### src/rtl/mem_access_sched.sv
// mem_access_sched: arbitrates the single memory port of the multicycle
// datapath between instruction fetch, data load/store and exception-vector
// reads. It drives the address-source mux select, the memory strobes, and
// walks each transaction through the fixed memory latency before pulsing
// the done of the requester it granted.
//
// Optional feature macro: MEM_SEQ_RR_EN
//   defined   -> data and fetch alternate round-robin when both are
//                pending (exception reads keep absolute priority)
//   undefined -> fixed priority exc > data > fetch
module mem_access_sched #(
    parameter int MEM_LATENCY = 2,
    parameter int CNT_W       = 4
) (
    input  logic       clk,
    input  logic       reset,
    input  logic       fetch_req,
    input  logic       data_req,
    input  logic       data_we,
    input  logic       exc_req,
    output logic [2:0] addr_sel,
    output logic       mem_en,
    output logic       mem_wr,
    output logic       fetch_done,
    output logic       data_done,
    output logic       exc_done,
    output logic       busy
);

    typedef enum logic [1:0] {IDLE, ISSUE, WAIT, DONE} state_t;

    // Grant codes double as the low two bits of the address mux select.
    typedef enum logic [1:0] {
        GNT_FETCH = 2'd0,
        GNT_DATA  = 2'd1,
        GNT_EXC   = 2'd2
    } grant_t;

    localparam logic [CNT_W-1:0] LAT_M1 = CNT_W'(MEM_LATENCY - 1);

    state_t           state;
    grant_t           grant;
    grant_t           next_grant;
    logic             any_req;
    logic [CNT_W-1:0] cnt;

`ifdef MEM_SEQ_RR_EN
    grant_t           last_grant;
`endif

    assign any_req = exc_req | data_req | fetch_req;

    // Pick the winner among the currently raised requests.
    always_comb begin
        next_grant = GNT_FETCH;
        if (exc_req) begin
            next_grant = GNT_EXC;
        end
`ifdef MEM_SEQ_RR_EN
        else if (data_req && fetch_req) begin
            next_grant = (last_grant == GNT_DATA) ? GNT_FETCH : GNT_DATA;
        end
`endif
        else if (data_req) begin
            next_grant = GNT_DATA;
        end else begin
            next_grant = GNT_FETCH;
        end
    end

    // Transaction sequencer; every output is registered so it can be seen
    // glitch-free by the memory and the control unit.
    always_ff @(posedge clk) begin
        if (reset) begin
            state      <= IDLE;
            grant      <= GNT_FETCH;
            cnt        <= '0;
            addr_sel   <= 3'b000;
            mem_en     <= 1'b0;
            mem_wr     <= 1'b0;
            fetch_done <= 1'b0;
            data_done  <= 1'b0;
            exc_done   <= 1'b0;
            busy       <= 1'b0;
`ifdef MEM_SEQ_RR_EN
            last_grant <= GNT_FETCH;
`endif
        end else begin
            case (state)
                IDLE: begin
                    if (any_req) begin
                        // mem_wr captures data_we at grant, so later changes
                        // of data_we cannot affect this transaction.
                        state    <= ISSUE;
                        grant    <= next_grant;
                        addr_sel <= {1'b0, next_grant};
                        mem_en   <= 1'b1;
                        mem_wr   <= (next_grant == GNT_DATA) && data_we;
                        busy     <= 1'b1;
                    end
                end
                ISSUE: begin
                    state  <= WAIT;
                    cnt    <= LAT_M1;
                    mem_en <= 1'b0;
                    mem_wr <= 1'b0;
                end
                WAIT: begin
                    if (cnt == '0) begin
                        state      <= DONE;
                        fetch_done <= (grant == GNT_FETCH);
                        data_done  <= (grant == GNT_DATA);
                        exc_done   <= (grant == GNT_EXC);
                    end else begin
                        cnt <= cnt - 1'b1;
                    end
                end
                DONE: begin
                    state      <= IDLE;
                    addr_sel   <= 3'b000;
                    fetch_done <= 1'b0;
                    data_done  <= 1'b0;
                    exc_done   <= 1'b0;
                    busy       <= 1'b0;
`ifdef MEM_SEQ_RR_EN
                    if (grant != GNT_EXC) begin
                        last_grant <= grant;
                    end
`endif
                end
                default: begin
                    state <= IDLE;
                end
            endcase
        end
    end

endmodule
### config.mk
export PLATFORM = sky130hd
export DESIGN_NAME = mem_access_sched
export DESIGN_NICKNAME = d
export VERILOG_FILES = /design/src/rtl/mem_access_sched.sv
export SDC_FILE = /design/constraint.sdc
export NUM_CORES = 1
export LEC_CHECK = 0
export ABC_AREA = 1
export BUFFER_PORTS_ARGS = -buffer_cell sky130_fd_sc_hd__buf_2
export CORE_MARGIN = 3
export CORE_UTILIZATION = 57
export DETAILED_ROUTE_END_ITERATION = 12
export HOLD_SLACK_MARGIN = 0.15
export PLACE_DENSITY = 0.84
export SKIP_CTS_REPAIR_TIMING = 1
export SYNTH_ARGS = -nofsm -noshare
export SYNTH_HDL_FRONTEND = slang
export SYNTH_SLANG_ARGS = --single-unit
### constraint.sdc
create_clock -name clk -period 1.95 [get_ports clk]
set_clock_uncertainty 0.1 [all_clocks]
set_input_delay 0.2925 -clock clk [delete_from_list [all_inputs] [get_ports clk]]
set_output_delay 0.2925 -clock clk [all_outputs]
set_load 0.1 [all_outputs]
# Word level (Yosys, flattened, before mapping)
# Index checks and enable logic that the tools add are counted.
# word_totals
output_inout_bits	9
reg_bits	17
rom_bits	0
inputBits	6
mem_bits_rw	0
mem_count	0
latchBits	0
# classes
n_bitwise	2
div_mod_pow	0
n_lt_le_gt_ge	0
n_mul	0
n_addsub	1
reduce_logical	14
n_mux	20
eq_ne	9
n_shift	0
# ops
cell	count
$pmux 1 s2	6
$reduce_and 2->1	6
$pmux 2 s4	1
$pmux 4 s2	1
$reduce_bool 2->1	4
$eq 2x1->1 const B	3
$eq 2x2->1 const B	3
$mux 1	6
$mux 2	3
$ne 2x2->1 const B	3
$pmux 3 s2	1
$logic_not 2->1	2
$logic_not 4->1	1
$mux 4	1
$sub 4x1->4 const B	1
$mux 3	1
$or 1x1->1	2
$logic_and 1x1->1	1

# Longest topological paths before layout
# Gate-level depths: netlist (run 1).
# logic_depth
depth_word	6
mapped_depth	8
mapped_depth_nobuf	8

# Least setup slack after synthesis (run 1)
# No wires, ideal clock.
# synth_timing
path_type	flip-flop to flip-flop
startpoint	register, netlist name exc_done
endpoint	register exc_done
required_ns	1.786
slack_ns	0.580
n_path_buf	0
arrival_ns	1.206
period_less_slack_ns	1.370
setup_ns	0.064
path_stages_with_launch	5
path_cell_list	dfxtp_1 -> inv_1 -> nand2_1 -> nand2_1 -> nor2_1
# synth_lines
element	line_no	source
end signal, assigned	113	exc_done <= (grant == GNT_EXC);
end, declared	26	output logic exc_done,

# Worst setup path after layout (run 1)
# layout_timing
startpoint	register state[0]
endpoint	register cnt[3]
# layout_via
elab_chain_cells	3
word_cells_on_any_way	6
cone_classes	eq/ne: 3; mux: 1; reduce/logical: 2
# layout_lines
element	line_no	source
start, declared	41	state_t state;
start signal, assigned	75	state <= IDLE;
start signal, assigned	94	state <= ISSUE;
start signal, assigned	103	state <= WAIT;
$eq 2x2->1 or $eq 2x1->1 (tied branches)	89	case (state)
$ne 2x2->1 (no line) or $reduce_bool 2->1 (tied branches)	n/a	
$reduce_and 2->1 (no line)	n/a	
end signal, assigned	115	cnt <= cnt - 1'b1;
end, declared	45	logic [CNT_W-1:0] cnt;
# Several ways; a longest one is shown, not always the timed one.
# A chain may end at the register's enable or synchronous reset.

==> metrics, run 1 <==
status=finished clean; Worst-Skew Late Latency=0.29 ns; Die X=about 44 um; GRT Util Overall=0.191; Worst-path clk slew=0.09 ns; Cell Rows=13; Final setup viols=0; fin. max-slew vios=0; DR WL/cell=10.5 um; Max stage delay cell, worst path=dfxtp_1; Final Hold Vio Count=0; Total Die Area=a little under 0.002 mm^2; DRC violations left=0; GR Util met3=0.0366; RSZ-0062 raised after global routing=no; Critical Path Start Type=flop; Die H=44.3 um; FF+latch count, synth=16; CTS H-Tree Depth=1; Max Cap Violations=0; final wirelength=1530 um; Starting Density=0.628; max incr delay on CP=around 0.37 ns; EDFF count, synth=0; Yosys Warn Count=0; fmax=677 MHz; Core Box Area=0.00133 mm^2; Iteration-0 DRC Markers=29; CTS root buf=clkbuf_4; CTS Sinks=16; Via density=5.10; Final Wtd Congestion=roughly 0.85; Setup crit end kind=flop; final worst-path cycle share=0.758; most used routing layer=met2; Area Growth Syn to Fin=12.9%; post-synthesis sequential area ratio=0.383; final HPWL from detailed placement=between 1000 and 1500 um; total CTS buffers=3; Setup CP Type=flop to flop; Power Total=1.73 mW; fillcell total=105; layout cells sized above 1=0.183; Avg Inst Size Synth=7.22 um^2; synth unique cells=19; area leader, netlist=dfxtp_1; drt pass-1 iters=4; Pwr Density=1830 mW/mm^2; worst hold slack=0.163 ns; Lkg Pwr=0.473 nW; crit path max fanout=5; IO buf count=13; initial antenna violation count=0; arrival time at the worst endpoint=1.56 ns; vias in the first global route=686; most frequent cell after synthesis=nand2_1; Setup TNS=0 ns; Vias=roughly 750; Top delay family on crit path=simple AND/OR/NAND/NOR gates; aggregate global routing overflow=0; final core occ=0.708; CP required=2.04 ns; FFs w/ async S/R, synth=0; clk buf depth=2; first-pass GRT wire length=2800 um; TritonCTS clock tree=built; Synth Flop Type=dfxtp_1; Ant. Diodes=0; Max VDD drop=1040 uV; nets=~150; synth top area cells=dfxtp_1 (38%), nand2_1 (11%), ha_1 (10%), a21oi_1 (7.2%), inv_1 (6.7%); met1 GRT Util=0.252; worst hold path class=input pin to flop; IO Pins=15; WP buf/inv=2; minimum clock period after layout=1.48 ns; largest net degree at the start of global routing=10; met2 Use GR=0.291; Worst R2R Setup Slack=0.47 ns; worst path cell trace=inv_1 > ha_1 > inv_1 > nand2_1 > nand2_2 > nand3_1 > nand2_1 > nor2_1; Post-Syn Nets=129; share of the synthesized area in the top cell type=0.383; leading cell types by count after synthesis=nand2_1 (24), dfxtp_1 (16), inv_1 (15), nor2_1 (15), a21oi_1 (12); Syn Inst Count=116; Routed Antenna Nets=0; post-synthesis cell area=837 um^2
==> routing by layer <==
layer  wire [um]  vias up
li1            -      398
met1         702      318
met2         718       24
met3          79        5
met4          31        0
met5           0        -
==> sequential cells by signal (all words and copies together), names as in the netlist <==
register and cells:
addr_sel 2, grant 2, data_done 1, fetch_done 1, state 2, busy 1, cnt 4, mem_en 1
exc_done 1, mem_wr 1
==> path summary, 6_finish.rpt <==
check                                                end  cells after the start                      from
worst max-delay path                 cnt[3]$_SDFFE_PP0P_                      8     state[0]$_SDFFE_PP0P_
worst min-delay path                 mem_wr$_SDFFE_PP0P_                      3                   data_we
worst max register to register       cnt[3]$_SDFFE_PP0P_                      8     state[0]$_SDFFE_PP0P_
worst min register to register  addr_sel[1]$_SDFFE_PP0P_                      2  addr_sel[1]$_SDFFE_PP0P_
==> area by class of cell <==
type | instances | area, um^2 | area share
Inverter | 16 | 60.1 | 0.0636
Sequential cell | 16 | 320 | 0.339
Timing Repair Buffer | 13 | 65.1 | 0.0689
Clock buffer | 4 | 36.3 | 0.0384
Tap cell | 15 | 18.8 | 0.0199
Multi-Input combinational cell | 82 | 444 | 0.470
==> where the power goes <==
part           switching [mW]  internal, mW  total [mW]
Combinational           0.767         0.245        1.01
Sequential             0.0642         0.434       0.498
Clock                   0.103         0.114       0.217
Total                   0.934         0.793        1.73
==> tightest hold or removal path: stages <==
cell and delay, ns:
buf_2 0.10, nand3_1 0.07, a21oi_1 0.05
==> logic make-up (layout without fill, tap and decap cells) <==
group	count (synthesis)	after routing	synth area share
simple gates	55	55	0.299
compound gates	19	19	0.123
buf+inv	18	33	0.0867
flops	16	16	0.383
fa+ha+maj	7	7	0.105
other cells	1	1	0.00448
==> per-stage QoR <==
stage | worst slack, ns | cells | cell area, um^2
floorplan | 0.580 | 116 | 837
global placement | 0.544 | 142 | 908
detailed placement | 0.505 | 142 | 908
CTS | 0.486 | 146 | 945
global route | 0.337 | 146 | 945
finish | 0.472 | 146 | 945
==> layout by cell type, fill, tap and decap left out, drive strengths merged <==
| master | n |
|---|---|
| nand4 | 1 |
| or2 | 2 |
| nand3 | 7 |
| inv | 16 |
| conb | 1 |
| dfxtp | 16 |
| nor2 | 15 |
| nand2 | 26 |
| clkbuf | 4 |
| a21oi | 13 |
| o21ai | 6 |
| buf | 13 |
| ha | 7 |
| nor3 | 4 |
No activity file was read; power rests on OpenSTA's default activity.
==> inputs of run 2 (changes only) <==
Settings changed: CORE_UTILIZATION 57 to 53, PLACE_DENSITY 0.84 to 0.79.
Clock period 1.95 ns to 1.4 ns, I/O delays scaled along.
==> run 2 against run 1 <==
Total power rose by 51%. Largest power group unchanged. Largest cell class unchanged. Critical path type is now flop to primary output. Sequential share of layout area shrank 2.6 points. Setup slack worse by 0.43 ns.
==> metrics, run 2 (synthesis results as in run 1) <==
total CTS buffers=3; DRC violations left=0; Core Box Area=0.00138 mm^2; CTS Sinks=16; worst hold path class=input pin to flop; CTS root buf=clkbuf_4; clk buf depth=2; final worst-path cycle share=0.973; arrival time at the worst endpoint=1.05 ns; Ant. Diodes=0; Final Hold Vio Count=0; aggregate global routing overflow=0; Vias=804; Max Cap Violations=0; CP required=about 1.1 ns; nets=around 150; WP buf/inv=1; Via density=5.36; drt pass-1 iters=4; DR WL/cell=between 10 and 15 um; final HPWL from detailed placement=1230 um; Lkg Pwr=0.500 nW; Worst-path clk slew=roughly 0.1 ns; max reg flops=4; Starting Density=0.605; Pwr Density=roughly 2500 mW/mm^2; Cell Rows=13; Setup CP Type=flop to primary output; Final setup viols=0; initial antenna violation count=0; Max VDD drop=1560 uV; fmax=734 MHz; Routed Antenna Nets=0; placed inst area=916 um^2; final wirelength=1860 um; Critical Path Start Type=flop; crit path max fanout=2; Setup crit end kind=primary output; Iteration-0 DRC Markers=33; fin. max-slew vios=0; IO buf count=13; status=finished clean; first-pass GRT wire length=between 2000 and 3000 um; max incr delay on CP=~0.42 ns; Max stage delay cell, worst path=buf_2; commonest non-fill, non-tap cell in the layout=nand2_1; dpl ws=-0.00117 ns; Final WS setup=0.0378 ns; layout cells sized above 1=0.267; CTS H-Tree Depth=1; Die X=roughly 46 um; Worst-Skew Late Latency=0.30 ns; Setup TNS=0 ns; Top delay family on crit path=buffers and inverters; fillcell total=102; largest net degree at the start of global routing=10; Final Wtd Congestion=0.817; GRT Util Overall=0.188; Reg with most FFs=cnt; Area Growth Syn to Fin=23.8%; IO Pins=15; minimum clock period after layout=approximately 1.4 ns; Total Die Area=0.00209 mm^2; TritonCTS clock tree=built; design area=0.00104 mm^2; worst path cell trace=buf_2; most frequent cells in the layout=nand2_1 (23), nor2_1 (15), dfxtp_1 (13); vias in the first global route=approximately 700; Die H=between 40 and 50 um
## run 2: report_power, final
group	total (mW)	switching, mW	internal [mW]	leakage (nW)
Clock	0.313	0.154	0.159	0.0210
Sequential	0.712	0.101	0.611	0.133
Combinational	1.58	1.13	0.443	0.346
Total	2.60	1.39	1.21	0.500
## run 2: final timing paths
check / depth (start not counted) / from / endpoint / slack (ns)
worst max-delay path: 1 / data_done$_SDFFE_PP0P_ / data_done / 0.04
worst min-delay path: 5 / data_req / mem_wr$_SDFFE_PP0P_ / 0.28
worst max register to register: 6 / state[0]$_SDFFE_PP0P_ / addr_sel[0]$_SDFFE_PP0P_ / 0.06
worst min register to register: 2 / mem_wr$_SDFFE_PP0P_ / mem_wr$_SDFFE_PP0P_ / 0.37
## run 2: final cells by class
cell class | count | area, um^2 | share of cell area
flip-flops and latches | 16 | 324 | 0.313
inverters | 16 | 60.1 | 0.0580
clock buffers | 4 | 36.3 | 0.0350
repair buffers | 17 | 113 | 0.109
multi-input cells | 82 | 484 | 0.467
well taps | 15 | 18.8 | 0.0181
## run 2: per-layer routing
metal | vias to the layer above | part of all wire | track usage | wire length, um
met5 | - | 0 | 0 | 0
met2 | 26 | 0.47 | 0.298 | 872
met3 | 13 | 0.062 | 0.0356 | 115
met4 | 0 | 0.044 | 0.0852 | 82
met1 | 362 | 0.42 | 0.246 | 791
li1 | 403 | - | - | -
## run 2: metrics by stage
step,util,power (mW),hold slack [ns],std cells
finish,0.749,2.60,0.278,150
global route,0.749,2.79,0.296,150
CTS,0.689,2.43,0.0777,147
detailed placement,0.662,2.12,0.355,143
global placement,0.662,2.10,0.346,143
floorplan,-,1.89,0.265,116
